## src/rtl/cache_fill_arbiter.sv

```systemverilog
// Shares single-ported main memory between I/D miss fills and D-side write-through stores.
// Fixed priority store > D miss > I miss; a fill issues 8 pipelined reads and steers returns to the owner.
module cache_fill_arbiter #(
  parameter int MEM_LAT       = 4,
  parameter int WORDS_PER_BLK = 8
) (
  input  logic        clk,
  input  logic        rst_n,
  input  logic        i_miss,
  input  logic [15:0] i_miss_addr,
  input  logic        d_miss,
  input  logic [15:0] d_miss_addr,
  input  logic        d_wr_req,
  input  logic [15:0] d_wr_addr,
  input  logic [15:0] d_wr_data,
  output logic        mem_en,
  output logic        mem_wr,
  output logic [15:0] mem_addr,
  output logic [15:0] mem_wdata,
  input  logic [15:0] mem_rdata,
  input  logic        mem_rvalid,
  output logic        i_fill_we,
  output logic        d_fill_we,
  output logic [2:0]  fill_idx,
  output logic [15:0] fill_data,
  output logic        i_fill_done,
  output logic        d_fill_done,
  output logic        d_wr_ack,
  output logic        busy
);

  localparam int LAST_IDX = WORDS_PER_BLK - 1;

  typedef enum logic [1:0] {IDLE, WRITE, FILL, DONE} state_t;

  state_t      state, stateNext;
  logic [3:0]  issueCnt;
  logic [2:0]  retCnt;
  logic        ownerD;
  logic [15:0] baseAddr;
  logic        issuing;
  logic        retAccept;
  logic        missGrant;

  assign issuing   = (state == FILL) && !issueCnt[3];
  assign retAccept = (state == FILL) && mem_rvalid;
  assign missGrant = (state == IDLE) && !d_wr_req && (d_miss || i_miss);
  assign busy      = (state != IDLE);

  always_ff @(posedge clk) begin
    if (!rst_n) begin
      state    <= IDLE;
      issueCnt <= '0;
      retCnt   <= '0;
      ownerD   <= 1'b0;
    end else begin
      state <= stateNext;
      if (missGrant) ownerD <= d_miss;
      if (state == DONE) begin
        issueCnt <= '0;
        retCnt   <= '0;
      end else begin
        if (issuing)   issueCnt <= issueCnt + 4'd1;
        if (retAccept) retCnt   <= retCnt + 3'd1;
      end
      assert (MEM_LAT >= 1 && WORDS_PER_BLK == 8);
    end
  end

  // Block base is datapath only; it is always rewritten before a fill uses it.
  always_ff @(posedge clk) begin
    if (missGrant) baseAddr <= (d_miss ? d_miss_addr : i_miss_addr) & 16'hFFF0;
  end

  always_comb begin
    stateNext   = state;
    mem_en      = 1'b0;
    mem_wr      = 1'b0;
    mem_addr    = '0;
    mem_wdata   = '0;
    i_fill_we   = 1'b0;
    d_fill_we   = 1'b0;
    fill_idx    = '0;
    fill_data   = '0;
    i_fill_done = 1'b0;
    d_fill_done = 1'b0;
    d_wr_ack    = 1'b0;
    case (state)
      IDLE: begin
        if (d_wr_req)              stateNext = WRITE;
        else if (d_miss || i_miss) stateNext = FILL;
      end
      WRITE: begin
        mem_en    = 1'b1;
        mem_wr    = 1'b1;
        mem_addr  = d_wr_addr;
        mem_wdata = d_wr_data;
        d_wr_ack  = 1'b1;
        stateNext = IDLE;
      end
      FILL: begin
        if (issuing) begin
          mem_en   = 1'b1;
          mem_addr = baseAddr + {12'b0, issueCnt[2:0], 1'b0};
        end
        // Returns may overlap the issue phase; steer them straight to the owner.
        if (mem_rvalid) begin
          d_fill_we = ownerD;
          i_fill_we = !ownerD;
          fill_idx  = retCnt;
          fill_data = mem_rdata;
          if (retCnt == 3'(LAST_IDX)) stateNext = DONE;
        end
      end
      DONE: begin
        d_fill_done = ownerD;
        i_fill_done = !ownerD;
        stateNext   = IDLE;
      end
      default: stateNext = IDLE;
    endcase
  end

endmodule

```

## config.mk

```make
export PLATFORM = sky130hd
export DESIGN_NAME = cache_fill_arbiter
export DESIGN_NICKNAME = d
export VERILOG_FILES = /design/src/rtl/cache_fill_arbiter.sv
export SDC_FILE = /design/constraint.sdc
export NUM_CORES = 1
export LEC_CHECK = 0
export BUFFER_PORTS_ARGS = -buffer_cell sky130_fd_sc_hd__buf_2
export CORE_ASPECT_RATIO = 1.1
export CORE_MARGIN = 2
export CORE_UTILIZATION = 41
export CTS_BUF_LIST = sky130_fd_sc_hd__clkbuf_2 sky130_fd_sc_hd__clkbuf_4 sky130_fd_sc_hd__clkbuf_8
export DETAILED_ROUTE_END_ITERATION = 8
export GPL_TIMING_DRIVEN = 0
export PLACE_DENSITY = 0.91
export SETUP_SLACK_MARGIN = 0.02
export SLEW_MARGIN = 15
export SYNTH_ARGS = -nofsm -noshare
export SYNTH_HDL_FRONTEND = slang
export SYNTH_SLANG_ARGS = --single-unit
```

## constraint.sdc

```tcl
create_clock -name clk -period 2.32 [get_ports clk]
set_clock_uncertainty 0.05 [all_clocks]
set_input_delay 0.464 -clock clk [delete_from_list [all_inputs] [get_ports clk]]
set_output_delay 0.464 -clock clk [all_outputs]
set_load 0.1 [all_outputs]
```

=== Yosys cells after proc, flatten, opt, wreduce, memory -nomap -nowiden ===
Index checks and enable logic that the tools add are counted.

* Register bits after elaboration: 22
* Output and inout bits: 59
* Word-level logic and storage cells: 51
* Input port bits: 86

* Equality and inequality tests: 7
* Bitwise gates (word level): 1
* Multiplexer cells: 22
* Reductions and logical operators: 13
* Add/subtract/negate cells: 3

{| class="wikitable"
|+ Operators with widths
! operator !! number
|-
| 16-bit 2-to-1 mux || 5
|-
| 16-bit one-hot mux with 2 select lines || 1
|-
| 16-bit by 4-bit adder with 16-bit output || 1
|-
| 1-bit 2-to-1 mux || 8
|-
| 2-bit 2-to-1 mux || 4
|-
| 3-bit 2-to-1 mux || 2
|-
| 2-bit one-hot mux with 3 select lines || 1
|-
| 4-bit by 1-bit adder with 4-bit output (second input constant) || 1
|-
| 2-bit == test (second input constant) || 2
|-
| 1-bit logical AND || 4
|-
| 2-bit OR reduction || 2
|-
| 3-bit by 1-bit adder with 3-bit output (second input constant) || 1
|-
| 3-bit == test (second input constant) || 1
|-
| 1-bit zero test || 3
|-
| 3-bit by 2-bit inequality test with 1-bit output (second input constant) || 1
|-
| 3-bit AND reduction || 1
|-
| 2-bit by 1-bit == test with 1-bit output (second input constant) || 1
|-
| 2-bit zero test || 1
|-
| 2-bit by 1-bit inequality test with 1-bit output (second input constant) || 1
|-
| 2-bit inequality test (second input constant) || 1
|-
| 1-bit one-hot mux with 2 select lines || 1
|-
| 2-bit nonzero test || 1
|-
| 1-bit logical OR || 1
|-
| 1-bit NOT || 1
|}

=== Logic depth before layout (Yosys ltp) ===
* Depth in word-level cells: 4
* Depth in mapped cells: 7
* Depth with buffers taken out: 5

=== Worst setup path after synthesis ===
Ideal clock, no wire load.

* Path kind: reg-to-output
* From: register state[1]
* To: output port mem_addr[10]
* Stages on the path, launching flop included: 6
* Path buffers: 1
* Data arrival time: 3.080 ns
* Data required time: 1.806 ns
* Path slack: -1.274 ns
* Path through: dfxtp_1 -> inv_1 -> ha_1 -> buf_2 -> a22oi_1 -> nor2b_1

* Cells in the longest elaborated chain, start to end: 4
* Elaborated cells between the ends (all ways): 5
* Those cells by class: eq/ne (2); mux (2); reduce/logical (1)

{| class="wikitable"
|+ Ends and longest elaborated chain
! element !! RTL line !! source
|-
| start: declaration || 36 || <nowiki>state_t state, stateNext;</nowiki>
|-
| start signal: assignment || 57 || <nowiki>state <= stateNext;</nowiki>
|-
| 2-bit == test || 45, 88 ||
|-
| 1-bit logical AND || 45 || <nowiki>assign issuing = (state == FILL) && !issueCnt[3];</nowiki>
|-
| 16-bit 2-to-1 mux || 102 || <nowiki>if (issuing) begin</nowiki>
|-
| 16-bit one-hot mux with 2 select lines * || 88 || <nowiki>case (state)</nowiki>
|-
| end: declaration || 18 || <nowiki>output logic [15:0] mem_addr,</nowiki>
|}

Every way passes the cells marked *; elsewhere a longest branch is shown, timed or not.

=== Worst setup path in the final report ===
* From: register state[1]
* To: output port mem_addr[3]

The elaborated chain is that of the path after synthesis.

==> run metrics <==
status finished clean; simple-gate share of the synthesized area 0.2840; Setup-failing EPs final 0; met2 Track Usage GR 0.5106; worst r2r path cells 4; Final Core Density 0.8091; drt drc 0; final period utilization 0.9981; EDFF count, synth 12; clock root cell clkbuf_8; Pwr Density 1437 nW/um^2; LEAKAGE 1.449 nW; Ports about 150; CTS tree done; launching point of the worst reg2reg path state[1]; hold_sp d_miss_addr[12]; synthesis-to-finish area growth 88.45%; met1 usage 0.2375; via/cell ratio ~5.2; Max transition margin 0.6343; Post-Synth Adder-Cell Area 0.06329; max cap viols 0; CTS Hold Bufs 0; CTS Sinks 22; RSZ-0062 raised after global routing true; top_reg_cell synth edfxtp_1; synth warn 0; row count 23; die extent in x between 60 and 70 um; NetSw roughly 2.5 mW; clock share of power 0.086; Seq pwr share 0.132; post-synthesis compound-gate area fraction 0.1290; syn avg cell area approximately 9.6 sq um; CTS buffer count 3; internal power ~1.8 mW; switching part of the total power 0.5805; worst IR drop on VDD 0.8855 mV; share of cells above drive strength 1 0.7092; GRT Overall Usage 0.2570; Pre-Repair DR Iteration Count 4; CP endpoint kind primary output; antenna cells 0; WL final 5997 um; DR vias approximately 1800; Worst Path Arrival roughly 1.8 ns; Post-Synthesis Cells between 150 and 200; Syn Nets roughly 260; final hold viol count 0; met3 Use GR 0.04241; worst hold path class input pin to flop; final net count 401; core box area between 3000 and 4000 sq um; worst hold slack between 0.4 and 0.5 ns; final HPWL from detailed placement between 3000 and 4000 um; hold path cells 2; Crit Path Max Fanout 10; maximum buffer depth of the clock tree 2; count of cell types in the netlist 32; crit-path cells inv_1 > ha_2 > clkbuf_4 > nor2b_4 > buf_12; Synth Register Bits 22; Hold EP baseAddr[12]; vias in the first global route a little under 2000; FF-to-FF End baseAddr[5]; crit start category flop; largest stage delay on the critical path between 0.4 and 0.5 ns; drt wl/cell ~17 um; Initial DRC Count 40; initial core utilization 0.4293; htree depth 1; Clock Pin Slew Worst Setup and Hold Paths ~0.09 ns; worst path required time ~1.8 ns; sequential fraction of the synthesis area 0.3544; FMAX around 430 MHz; chip height about 70 um; Post-Syn Area roughly 1600 sq um; Final ANT Viol Nets 0; Setup CP Type flop to primary output; gr ovfl total 0; largest family of logic cells by synthesized area simple AND/OR/NAND/NOR gates; Slowest cell on crit path ha_2; Design Power 4.284 mW; die area ~4400 sq um; gp weighted congestion about 0.8; largest net degree at the start of global routing 14; IO buf count 135; fin crit period roughly 2.3 ns; xor and xnor fraction of the mapped netlist area 0.01661; layer with the highest usage met2; fraction of synthesized area in multiplexers 0.09177; R2R Setup Slk 0.47 ns; Slew Viols, Final 0; Placement Cell Area about 2500 sq um; Skew-Pair Late Insertion Delay roughly 0.27 ns; global-route wire length before repair about 8900 um; Non-Filler Cell Area, Final 2980 sq um; Logic pwr share 0.782; antenna violations before repair 0; worst-margin pin slew 0.5486 ns; ys async rst share 0
-- state kept, by name, indices dropped and copies added (netlist names) --
| name | flops |
|---|---|
| issueCnt | 4 |
| baseAddr | 12 |
| state | 2 |
| ownerD | 1 |
| retCnt | 3 |
-- placed cells by master (no fill, tap or decap), types with 2 or more instances in the layout --
master    count
buf_2        87
buf_4        23
buf_6        20
and3_1       20
and2_2       17
nor2b_4      15
mux2_2       12
edfxtp_1     12
buf_12        9
a22oi_2       9
dfxtp_1       8
a22oi_1       7
buf_8         6
nor2_1        5
ha_1          5
nand2_1       4
clkbuf_4      3
inv_1         3
clkbuf_8      3
nor2b_1       2
clkbuf_1      2
nor2b_2       2
nand3b_1      2
xor2_1        2
o211ai_1      2
nand3_1       2
a21oi_1       2
ha_2          2
dfxtp_2       2
-- cell type report --
cell class / count / area [sq um]
Sequential cell: 22 / 563.0
Timing Repair Buffer: 137 / 1033
Fill cell: 243 / 703.2
Buffer: 14 / 105.1
Tap cell: 50 / 62.56
Inverter: 4 / 15.01
Clock buffer: 3 / 41.29
Clock inverter: 1 / 30.03
Multi-Input combinational cell: 125 / 1130
-- logic make-up after synthesis --
logic type / Yosys count
DFF: 22
xor gates and xnor gates: 3
AOI/OAI and AO/OA: 28
adders and majority gates: 8
and+or+nand+nor: 73
buffers and inverters: 18
muxes: 13
-- repair_timing --
action                                  in CTS  in global routing
resized for setup                          107                 26
setup buffers                                1                  1
endpoints found under the hold margin        0                  0
endpoints found under the setup margin      51                 45
pin swaps                                    1                  1
-- metrics by stage --
step | TNS, ns | worst slack [ns] | std cells
after detailed placement | -0.8803 | -0.09504 | 350
final | 0 | 0.004397 | 356
after CTS | 0 | 0.03589 | 355
after global placement | -0.8995 | -0.09503 | 350
after floorplan | 0 | 0.01748 | 165
after global routing | -0.4871 | -0.06294 | 356
-- per-layer routing --
metal	vias up	wire length, um
met5	-	0
met4	0	216
met3	19	354
met2	94	3427
met1	863	1999
li1	872	-
-- critical path, delay by kind of cell, from the launching register on --
family	cells	cell delay (ns)
DFF	1	0.38
adders and majority gates	1	0.43
and+or+nand+nor	1	0.19
buffers and inverters	3	0.52
-- Yosys cell counts (3+ instances only) --
library cell | number | share of area
a22oi_1 | 16 | 0.076
and2_1 | 18 | 0.071
and3_1 | 20 | 0.079
buf_4 | 3 | 0.014
clkbuf_1 | 6 | 0.014
dfxtp_1 | 10 | 0.13
edfxtp_1 | 12 | 0.23
ha_1 | 8 | 0.063
inv_1 | 4 | 0.0095
mux2_2 | 12 | 0.085
nand2_1 | 4 | 0.0095
nor2_1 | 6 | 0.014
nor2b_1 | 19 | 0.075
-- power groups by stage --
stage	registers (mW)	logic, mW	clock network [mW]
after global placement	0.552	2.81	0
after detailed placement	0.558	2.84	0
after floorplan	0.543	2.46	0
final	0.565	3.35	0.369
after global routing	0.572	3.46	0.385
after CTS	0.556	3.20	0.369
-- worst max path at each step --
stage	from	to	slack, ns
after floorplan	state[1]	mem_addr[5]	0.02
after global placement	state[0]	mem_addr[2]	-0.1
after detailed placement	state[0]	mem_addr[2]	-0.1
after CTS	state[1]	mem_addr[1]	0.04
after global routing	state[1]	mem_addr[2]	-0.06
final	state[1]	mem_addr[3]	0.004
Power figures use the tool's default switching activity.
